===== src/rtl/viterbi_depunct_feeder_pkg.sv =====
// Shared types and puncture-pattern tables for the Viterbi depuncturing feeder.
// VITERBI_FEEDER_RATE56_EN adds the 5/6 pattern; without it rate 3 decodes as 1/2.
package viterbi_feeder_pkg;

    typedef enum logic [1:0] {
        RATE_1_2 = 2'd0,
        RATE_2_3 = 2'd1,
        RATE_3_4 = 2'd2,
        RATE_5_6 = 2'd3
    } rate_e;

    typedef enum logic [1:0] {
        IDLE  = 2'd0,
        FILL  = 2'd1,
        FLUSH = 2'd2,
        DONE  = 2'd3
    } state_e;

    localparam int unsigned PHASE_W = 3;

    function automatic logic [PHASE_W-1:0] pattern_len(input rate_e r);
        case (r)
            RATE_2_3: return 3'd2;
            RATE_3_4: return 3'd3;
`ifdef VITERBI_FEEDER_RATE56_EN
            RATE_5_6: return 3'd5;
`endif
            default:  return 3'd1;
        endcase
    endfunction

    // Returns {need_a, need_b}; a cleared bit marks an erased position.
    function automatic logic [1:0] phase_needs(input rate_e r, input logic [PHASE_W-1:0] phase);
        case (r)
            RATE_2_3: return (phase == 3'd0) ? 2'b11 : 2'b10;
            RATE_3_4: begin
                case (phase)
                    3'd0:    return 2'b11;
                    3'd1:    return 2'b10;
                    default: return 2'b01;
                endcase
            end
`ifdef VITERBI_FEEDER_RATE56_EN
            RATE_5_6: begin
                case (phase)
                    3'd0:       return 2'b11;
                    3'd1, 3'd3: return 2'b10;
                    default:    return 2'b01;
                endcase
            end
`endif
            default:  return 2'b11;
        endcase
    endfunction

endpackage


===== src/rtl/viterbi_depunct_feeder_punct_pattern.sv =====
// Combinational puncture lookup: which samples the current phase needs and whether it is the last phase.
// VITERBI_FEEDER_RATE56_EN (via the package) enables the 5-phase 5/6 pattern.
module punct_pattern
    import viterbi_feeder_pkg::*;
(
    input  rate_e              rate,
    input  logic [PHASE_W-1:0] phase,
    output logic               need_a,
    output logic               need_b,
    output logic               phase_last
);

    always_comb begin
        {need_a, need_b} = phase_needs(rate, phase);
        phase_last       = (phase == (pattern_len(rate) - 3'd1));
    end

endmodule


===== src/rtl/viterbi_depunct_feeder.sv =====
// Depunctures soft samples into (sym0, sym1) pairs with erasure flags, then appends a zero flush tail.
// Optional macro VITERBI_FEEDER_RATE56_EN enables rate 5/6 on rate = 3.
module viterbi_depunct_feeder
    import viterbi_feeder_pkg::*;
#(
    parameter int unsigned SOFT_W    = 3,
    parameter int unsigned CNT_W     = 16,
    parameter int unsigned FLUSH_LEN = 96
) (
    input  logic              clock,
    input  logic              reset,
    input  logic              start,
    input  logic [1:0]        rate,
    input  logic [CNT_W-1:0]  num_pairs,
    input  logic              in_valid,
    input  logic [SOFT_W-1:0] in_data,
    output logic              in_ready,
    output logic              out_valid,
    input  logic              out_ready,
    output logic [SOFT_W-1:0] out_sym0,
    output logic [SOFT_W-1:0] out_sym1,
    output logic              out_erase0,
    output logic              out_erase1,
    output logic              busy,
    output logic              done
);

    localparam int unsigned FLUSH_W = $clog2(FLUSH_LEN + 1);
    localparam logic [SOFT_W-1:0] ERASE_VAL = {1'b1, {(SOFT_W-1){1'b0}}};

    state_e             state;
    rate_e              rate_q;
    logic [CNT_W-1:0]   num_q;
    logic [CNT_W-1:0]   pair_cnt;
    logic [FLUSH_W-1:0] flush_cnt;
    logic [PHASE_W-1:0] phase;
    logic               slot;
    logic [SOFT_W-1:0]  hold;

    logic need_a;
    logic need_b;
    logic phase_last;
    logic out_free;
    logic in_fire;
    logic last_payload;

    punct_pattern u_pattern (
        .rate       (rate_q),
        .phase      (phase),
        .need_a     (need_a),
        .need_b     (need_b),
        .phase_last (phase_last)
    );

    assign out_free     = !out_valid || out_ready;
    assign in_ready     = (state == FILL) && out_free;
    assign in_fire      = in_valid && in_ready;
    assign last_payload = ((pair_cnt + 1'b1) == num_q);

    always_ff @(posedge clock) begin
        if (reset) begin
            state      <= IDLE;
            rate_q     <= RATE_1_2;
            num_q      <= '0;
            pair_cnt   <= '0;
            flush_cnt  <= '0;
            phase      <= '0;
            slot       <= 1'b0;
            hold       <= '0;
            out_valid  <= 1'b0;
            out_sym0   <= '0;
            out_sym1   <= '0;
            out_erase0 <= 1'b0;
            out_erase1 <= 1'b0;
            busy       <= 1'b0;
            done       <= 1'b0;
        end else begin
            case (state)
                IDLE: begin
                    if (start) begin
                        rate_q    <= rate_e'(rate);
                        num_q     <= num_pairs;
                        pair_cnt  <= '0;
                        flush_cnt <= '0;
                        phase     <= '0;
                        slot      <= 1'b0;
                        busy      <= 1'b1;
                        state     <= (num_pairs == '0) ? FLUSH : FILL;
                    end
                end
                FILL: begin
                    if (out_valid && out_ready)
                        out_valid <= 1'b0;
                    if (in_fire) begin
                        if (need_a && need_b && !slot) begin
                            hold <= in_data;
                            slot <= 1'b1;
                        end else begin
                            out_valid  <= 1'b1;
                            out_sym0   <= !need_a ? ERASE_VAL : (need_b ? hold : in_data);
                            out_sym1   <= need_b ? in_data : ERASE_VAL;
                            out_erase0 <= !need_a;
                            out_erase1 <= !need_b;
                            slot       <= 1'b0;
                            phase      <= phase_last ? '0 : phase + 3'd1;
                            pair_cnt   <= pair_cnt + 1'b1;
                            if (last_payload)
                                state <= FLUSH;
                        end
                    end
                end
                FLUSH: begin
                    // The register may still hold the final payload pair on entry; flush pairs queue behind it.
                    if (out_free) begin
                        if (flush_cnt != FLUSH_W'(FLUSH_LEN)) begin
                            out_valid  <= 1'b1;
                            out_sym0   <= '0;
                            out_sym1   <= '0;
                            out_erase0 <= 1'b0;
                            out_erase1 <= 1'b0;
                            flush_cnt  <= flush_cnt + 1'b1;
                        end else begin
                            out_valid <= 1'b0;
                            busy      <= 1'b0;
                            done      <= 1'b1;
                            state     <= DONE;
                        end
                    end
                end
                DONE: begin
                    done  <= 1'b0;
                    state <= IDLE;
                end
                default: state <= IDLE;
            endcase
        end
    end

endmodule


===== config.mk =====
export PLATFORM = sky130hd
export DESIGN_NAME = viterbi_depunct_feeder
export DESIGN_NICKNAME = d
export VERILOG_FILES = /design/src/rtl/viterbi_depunct_feeder_pkg.sv /design/src/rtl/viterbi_depunct_feeder_punct_pattern.sv /design/src/rtl/viterbi_depunct_feeder.sv
export SDC_FILE = /design/constraint.sdc
export NUM_CORES = 1
export LEC_CHECK = 0
export BUFFER_PORTS_ARGS = -buffer_cell sky130_fd_sc_hd__buf_2
export CAP_MARGIN = 20
export CORE_AREA = 10 10 98 100
export DETAILED_ROUTE_END_ITERATION = 8
export DIE_AREA = 0 0 108 110
export GPL_TIMING_DRIVEN = 0
export PLACE_DENSITY = 0.62
export SYNTH_ARGS = -nofsm -noshare
export SYNTH_HDL_FRONTEND = slang
export SYNTH_SLANG_ARGS = --single-unit

===== constraint.sdc =====
create_clock -name clock -period 3.3 [get_ports clock]
set_input_delay 0.66 -clock clock [delete_from_list [all_inputs] [get_ports clock]]
set_output_delay 0.66 -clock clock [all_outputs]
set_load 0.01 [all_outputs]

==> flow_metrics.py, run 1 <==
metrics = {
    "synth": {
        "yosys_most_used_dff": "dfxtp_1",
        "synth_largest_area_cell": "dfxtp_1",
        "postSynthCellCount": 434,
        "synth_top_area_share_pct": 35.1,
        "yosysSeqAreaShare_pct": 35.1,
        "synthArstFlopShare_pct": 0,
        "synth-seq-cells": 61,
        "postSynthAreaPerCell_um2": 8.01,
        "synth_edf_count": 0,
        "synth.distinct_cells": 57,
        "synth_nets": 471,
        "synth_area_um2": 3480,
        "synth.area.top_cells": "dfxtp_1 35%, nand2_1 6.8%, a21oi_1 5.3%",
        "yosysWarnings": 0,
    },
    "place": {
        "dp.cells": 573,
        "dpl.hpwl_mm": 6.88,
        "io_buffer_count": 37,
        "dpl-instance-area_um2": 3790,
        "place_congestion": 0.810,
    },
    "clock_network": {
        "post_cts_resized": 0,
        "cts_tree": "done",
        "clkTransAtPathRegs_ns": 0.08,
        "htree_levels": 3,
        "clockBufferDepth": 2,
        "clk_latency_ns": 0.34,
        "clock-sinks": 61,
        "ctsHoldBuffers": 0,
        "cts_made_buffers": 9,
        "post_cts_buffers": 0,
        "clk_root_buffer_cell": "clkbuf_8",
    },
    "power_and_ir_drop": {
        "power.switching_mw": 1.05,
        "total_leakage_power_nw": 1.51,
        "sequentialPowerShare_pct": 32.0,
        "p_clk_share_pct": 29.8,
        "p_int_mw": 1.73,
        "power.density_nw_per_um2": 688,
        "netSwitchingFraction_pct": 37.7,
        "vdd_drop_max_uv": 292,
        "pwr-share-comb_pct": 38.1,
        "p_total_mw": 2.78,
    },
    "die": {
        "fp.dieW_um": 108,
        "die_y_um": 110,
        "coreArea_um2": 7650,
        "rows": 32,
        "start_util_pct": 45.5,
        "ioPinCount": 38,
        "dieArea_um2": 11900,
    },
    "critical_path": {
        "crit_fanout": 10,
        "crit_top_cell": "buf_2",
        "start_kind": "flop",
        "crit_family": "simple AND/OR/NAND/NOR gates",
        "end_kind": "flop",
        "cpPeakStageDelay_ns": 0.42,
        "crit_required_ns": 3.54,
        "crit_slowest_cell": "nor2_1",
        "path_buf_inv": 3,
        "path_cells": "inv_1 > ha_1 > a21oi_1 > and3_1 > buf_2 > nor3_2 > nor2_1 > buf_2 > a31oi_1 > a311oi_1",
        "cp.arrival_ns": 2.92,
        "crit_type": "flop to flop",
    },
    "finish": {
        "drive_gt1_share_pct": 15.6,
        "stdcell_count": 589,
        "nets": 519,
        "n_antenna_cell": 0,
        "final_area_um2": 4040,
        "fillers": 765,
        "syn_to_final_growth_pct": 16.1,
    },
    "detailed_routing": {
        "vias": 3210,
        "first_pass_iters": 5,
        "wl_per_cell_um": 15.5,
        "viasPerCell": 5.45,
        "routed_wl_mm": 9.14,
        "postRouteAntennaNets": 0,
        "drc": 0,
        "first_iter_violations": 182,
    },
    "sta": {
        "fin_crit_sh_pct": 81.2,
        "fin_setup_tns_ns": 0,
        "hold_slack_ns": 0.472,
        "max_freq_ghz": 0.373,
        "finClkSkew_ns": 0.00826,
        "hold_viol": 0,
        "finalCriticalPeriod_ns": 2.68,
        "relSlewSlack_pct": 50.3,
        "rsz0062_at_grt": "false",
        "drv_slew": 0,
        "tightest_slew_ns": 0.737,
        "setup_viol": 0,
    },
    "grt": {
        "grt_pass1_wl_mm": 15.6,
        "grt-ovfl-total": 0,
        "grt_pass1_vias": 3101,
        "track_usage_pct": 16.2,
        "grt_antenna_before_repair": 0,
        "grt_max_degree": 12,
    },
    "outcome": {
        "status": "finished clean",
    },
    "min_path": {
        "hold_class": "flop to flop",
    },
    "run": {
        "maxCapViolCount": 0,
    },
}
[state kept, by name (all words and copies together) (netlist names)]
signal and flops:
busy 1, done 1, flush_cnt 7, hold 3
num_q 16, out_erase0 1, out_erase1 1, out_sym0 3
out_sym1 3, out_valid 1, pair_cnt 16, phase 3
rate_q 2, slot 1, state 2
[layout by cell type, fill, tap and decap left out, types with 12 or more instances in the layout]
| cell | synthesis | routed |
|---|---|---|
| nand2_1 | 63 | 63 |
| dfxtp_1 | 61 | 61 |
| buf_2 | 9 | 46 |
| nor2_1 | 40 | 40 |
| a21oi_1 | 37 | 37 |
| clkbuf_1 | 17 | 17 |
| xnor2_1 | 16 | 16 |
| o21ai_0 | 14 | 14 |
| nand3_1 | 14 | 14 |
| a311oi_1 | 13 | 13 |
| mux2i_1 | 13 | 13 |
| inv_1 | 12 | 12 |
| nor3_1 | 12 | 12 |
[worst register-to-register path, delay by kind of cell, from the launching register on]
kind	cells	cell delay (ns)
and+or+nand+nor	3	0.69
buffers and inverters	3	0.59
AOI/OAI and AO/OA	3	0.55
DFF	1	0.39
adders and majority gates	1	0.36
[synth_stat cells, types with 11 or more instances]
cell	n
a21oi_1	37
a311oi_1	13
clkbuf_1	17
dfxtp_1	61
ha_1	11
inv_1	12
mux2i_1	13
nand2_1	63
nand3_1	14
nor2_1	40
nor3_1	12
o21ai_0	14
xnor2_1	16
[cell families after synthesis]
logic type,synth area share (%)
AND/OR/NAND/NOR,25.2
buffers and inverters,4.79
AO/OA/AOI/OAI,20.5
adder cells (fa/ha/maj),3.96
multiplexers,4.07
flip-flops,35.1
XOR/XNOR,6.30
[metrics by stage]
stage,setup WS (ns),util [%]
after floorplan,1.12,-
after global placement,0.722,49.5
after detailed placement,0.691,49.5
after CTS,0.660,52.8
after global routing,0.394,52.8
final,0.622,52.8
[worst paths after layout]
check         startpoint  slack [ns]  cells past startpoint            to
max reg2reg    rate_q[0]        0.62                     10  pair_cnt[13]
min reg2reg  out_sym1[1]        0.47                      2   out_sym1[1]
max            rate_q[0]        0.62                     10  pair_cnt[13]
min          out_sym1[1]        0.47                      2   out_sym1[1]
[final cells by class]
cell class,count,area (um^2),share of cell area (%)
buffer,27,113,2.79
clock buffer,10,138,3.41
clock inverter,6,110,2.73
inverter,14,53.8,1.33
multi-input combinational,332,2090,51.7
sequential,61,1220,30.3
tap,102,128,3.16
timing repair buffer,37,185,4.59
[power groups by stage]
stage,clock network (mW),registers (mW),logic (mW)
final,0.829,0.890,1.06
after floorplan,0,0.905,0.769
after global placement,0,0.902,1.04
after detailed placement,0,0.906,1.05
after global routing,0.883,0.905,1.18
after CTS,0.846,0.891,1.06
[layer usage]
metal / GRT usage [%] / routed length, um / share of wire (%)
met1: 22.3 / 4560 / 50
met3: 4.00 / 470 / 5.1
met5: 0 / 0 / 0
met4: 4.68 / 106 / 1.2
met2: 24.4 / 4010 / 44
Power figures use the tool's default switching activity.
==> inputs of run 2 (changes only) <==
ABC_AREA = 1   (was default)
CORE_AREA = 10 10 99 101   (was 10 10 98 100)
DIE_AREA = 0 0 109 111   (was 0 0 108 110)
PLACE_DENSITY = 0.64   (was 0.62)
clock period = 2.4 ns   (was 3.3 ns; I/O delays follow)
==> run 2 against run 1 <==
Worst hold slack worse by 0.053 ns; worst setup slack worse by 0.34 ns; clock skew down 0.0017 ns; fmax up 27%; count of clock-buffer cells in the layout up 1; sequential share of layout area down 0.11 points; synthesized cell count up 15%.
==> flow_metrics.py, run 2 <==
metrics = {
    "critical_path": {
        "start_kind": "flop",
        "path_cells": "ha_1 > nand2_1 > nor2_2 > nand3_1 > nand3b_1 > nand2_1 > nor2_1 > nand2_1 > nor2_1 > nand3_1 > nand2_2 > nand3_1 > nand2_1 > nor2_1",
        "path_buf_inv": 0,
        "crit_type": "flop to flop",
        "crit_slowest_cell": "dfxtp_1",
        "crit_family": "simple AND/OR/NAND/NOR gates",
        "crit_fanout": 4,
        "crit_top_cell": "nand2_1",
        "cp.arrival_ns": 2.35,
        "cpPeakStageDelay_ns": 0.41,
        "crit_required_ns": 2.64,
        "end_kind": "flop",
    },
    "sta": {
        "max_freq_ghz": 0.473,
        "drv_slew": 0,
        "finClkSkew_ns": 0.00656,
        "setup_viol": 0,
        "fin_ws_ns": 0.286,
        "fin_crit_sh_pct": 88.1,
        "finalCriticalPeriod_ns": 2.11,
        "hold_viol": 0,
        "tightest_slew_ns": 0.617,
        "relSlewSlack_pct": 58.8,
    },
    "grt": {
        "track_usage_pct": 16.2,
        "grt_max_degree": 11,
        "grt_pass1_vias": 3417,
        "grt_pass1_wl_mm": 15.9,
        "grt-ovfl-total": 0,
        "grt_antenna_before_repair": 0,
    },
    "clock_network": {
        "clk_latency_ns": 0.34,
        "clkTransAtPathRegs_ns": 0.07,
        "clockBufferDepth": 2,
        "htree_levels": 3,
        "clk_root_buffer_cell": "clkbuf_8",
        "clock-sinks": 61,
        "cts_tree": "done",
        "cts_made_buffers": 9,
        "ctsHoldBuffers": 0,
    },
    "place": {
        "dpl.hpwl_mm": 7.24,
        "dp_slack_ns": 0.139,
        "io_buffer_count": 37,
        "place_congestion": 0.860,
    },
    "synth": {
        "yosys.area_share.adder_pct": 3.90,
        "synth_compound_gate_area_share_pct": 17.2,
        "synth_area_um2": 3530,
        "synth_top_area_share_pct": 34.6,
        "postSynthCellCount": 499,
        "yosysSeqAreaShare_pct": 34.6,
        "synthTopCellsByCount": "97 x nand2_1, 66 x nor2_1, 61 x dfxtp_1",
        "postSynthAreaPerCell_um2": 7.07,
        "synth_top_family_by_area": "simple AND/OR/NAND/NOR gates",
        "synth-seq-cells": 61,
        "muxShareOfSynthArea_pct": 0,
        "synth_largest_area_cell": "dfxtp_1",
        "synth_xor_area_share_pct": 2.84,
        "synth.most_common_cell": "nand2_1",
        "synth.distinct_cells": 47,
        "synth.area.top_cells": "dfxtp_1 35%, nand2_1 10%, nor2_1 7.0%",
        "synth_nets": 536,
        "yosysWarnings": 0,
        "synth_simple_gate_area_share_pct": 33.3,
        "synth_edf_count": 0,
        "synthArstFlopShare_pct": 0,
        "yosys_most_used_dff": "dfxtp_1",
    },
    "detailed_routing": {
        "drc": 0,
        "viasPerCell": 5.22,
        "first_iter_violations": 108,
        "first_pass_iters": 4,
        "postRouteAntennaNets": 0,
        "vias": 3422,
        "wl_per_cell_um": 14.6,
        "routed_wl_mm": 9.60,
    },
    "finish": {
        "n_antenna_cell": 0,
        "drive_gt1_share_pct": 17.8,
        "fillers": 825,
        "nets": 584,
        "syn_to_final_growth_pct": 14.8,
        "layout_commonest_cell": "nand2_1",
        "final_core_util_pct": 50.8,
        "top_regs": "num_q (16), pair_cnt (16), flush_cnt (7)",
        "final_cell_mix": "97 x nand2_1, 64 x nor2_1, 61 x dfxtp_1",
    },
    "power_and_ir_drop": {
        "vdd_drop_max_uv": 548,
        "total_leakage_power_nw": 1.68,
        "power.density_nw_per_um2": 1210,
        "p_total_mw": 4.91,
    },
    "die": {
        "dieArea_um2": 12100,
        "rows": 33,
        "die_y_um": 111,
        "ioPinCount": 38,
        "start_util_pct": 44.3,
        "coreArea_um2": 7970,
        "fp.dieW_um": 109,
    },
    "min_path": {
        "hold_class": "input port to flop",
    },
    "outcome": {
        "status": "finished clean",
    },
    "run": {
        "maxCapViolCount": 0,
    },
}
[run 2: timing repair]
action	CTS	global route
setup buffers	0	0
resized for setup	0	4
hold endpoints to repair	0	0
endpoints found under the setup margin	0	8
[run 2: layout make-up]
cell class | instances | area [um^2] | share of cell area (%)
plain buffers | 12 | 66.3 | 1.64
clock inverters | 4 | 47.5 | 1.17
inverters | 59 | 221 | 5.47
flip-flops and latches | 61 | 1220 | 30.1
repair buffers | 37 | 185 | 4.57
clock buffers | 11 | 151 | 3.74
well taps | 105 | 131 | 3.24
multi-input cells | 367 | 2030 | 50.0
[run 2: per-layer routing]
layer	vias to the layer above	track usage, %	part of all wire, %
met5	-	0	0
met4	0	7.30	1.9
met3	19	3.95	4.0
met2	68	26.0	49
met1	1581	19.7	45
li1	1754	-	-
[run 2: logic make-up after synthesis]
kind of cell / after synthesis
AOI/OAI and AO/OA: 97
xor gates and xnor gates: 8
adders and majority gates: 11
buffers and inverters: 71
DFF: 61
and+or+nand+nor: 251
[run 2: metrics by stage]
stage / TNS, ns / hold slack, ns / std cells / area, um^2
after CTS: 0 / 0.399 / 656 / 4050
final: 0 / 0.419 / 656 / 4050
after global routing: -0.00178 / 0.401 / 656 / 4050
after floorplan: 0 / 0.430 / 499 / 3530
after detailed placement: 0 / 0.442 / 641 / 3850
after global placement: 0 / 0.434 / 641 / 3850
[run 2: path summary, 6_finish.rpt]
path,startpoint,endpoint,slack (ns),depth (start not counted)
max,pair_cnt[0],state[0],0.29,14
min,reset,out_sym1[0],0.42,2
max reg2reg,pair_cnt[0],state[0],0.29,14
min reg2reg,out_erase1,out_erase1,0.45,2
[run 2: report_power, final]
group	total (mW)	internal (mW)	switching [mW]	leakage, nW
logic	2.39	0.894	1.50	1.08
registers	1.57	1.32	0.253	0.501
clock network	0.953	0.527	0.426	0.101
[run 2: worst reg2reg max path, delay by kind of cell, from the launching register on]
family                   cells  cell delay, ns
adder cells (fa/ha/maj)      1            0.22
AND/OR/NAND/NOR             13            1.38
flip-flops                   1            0.41
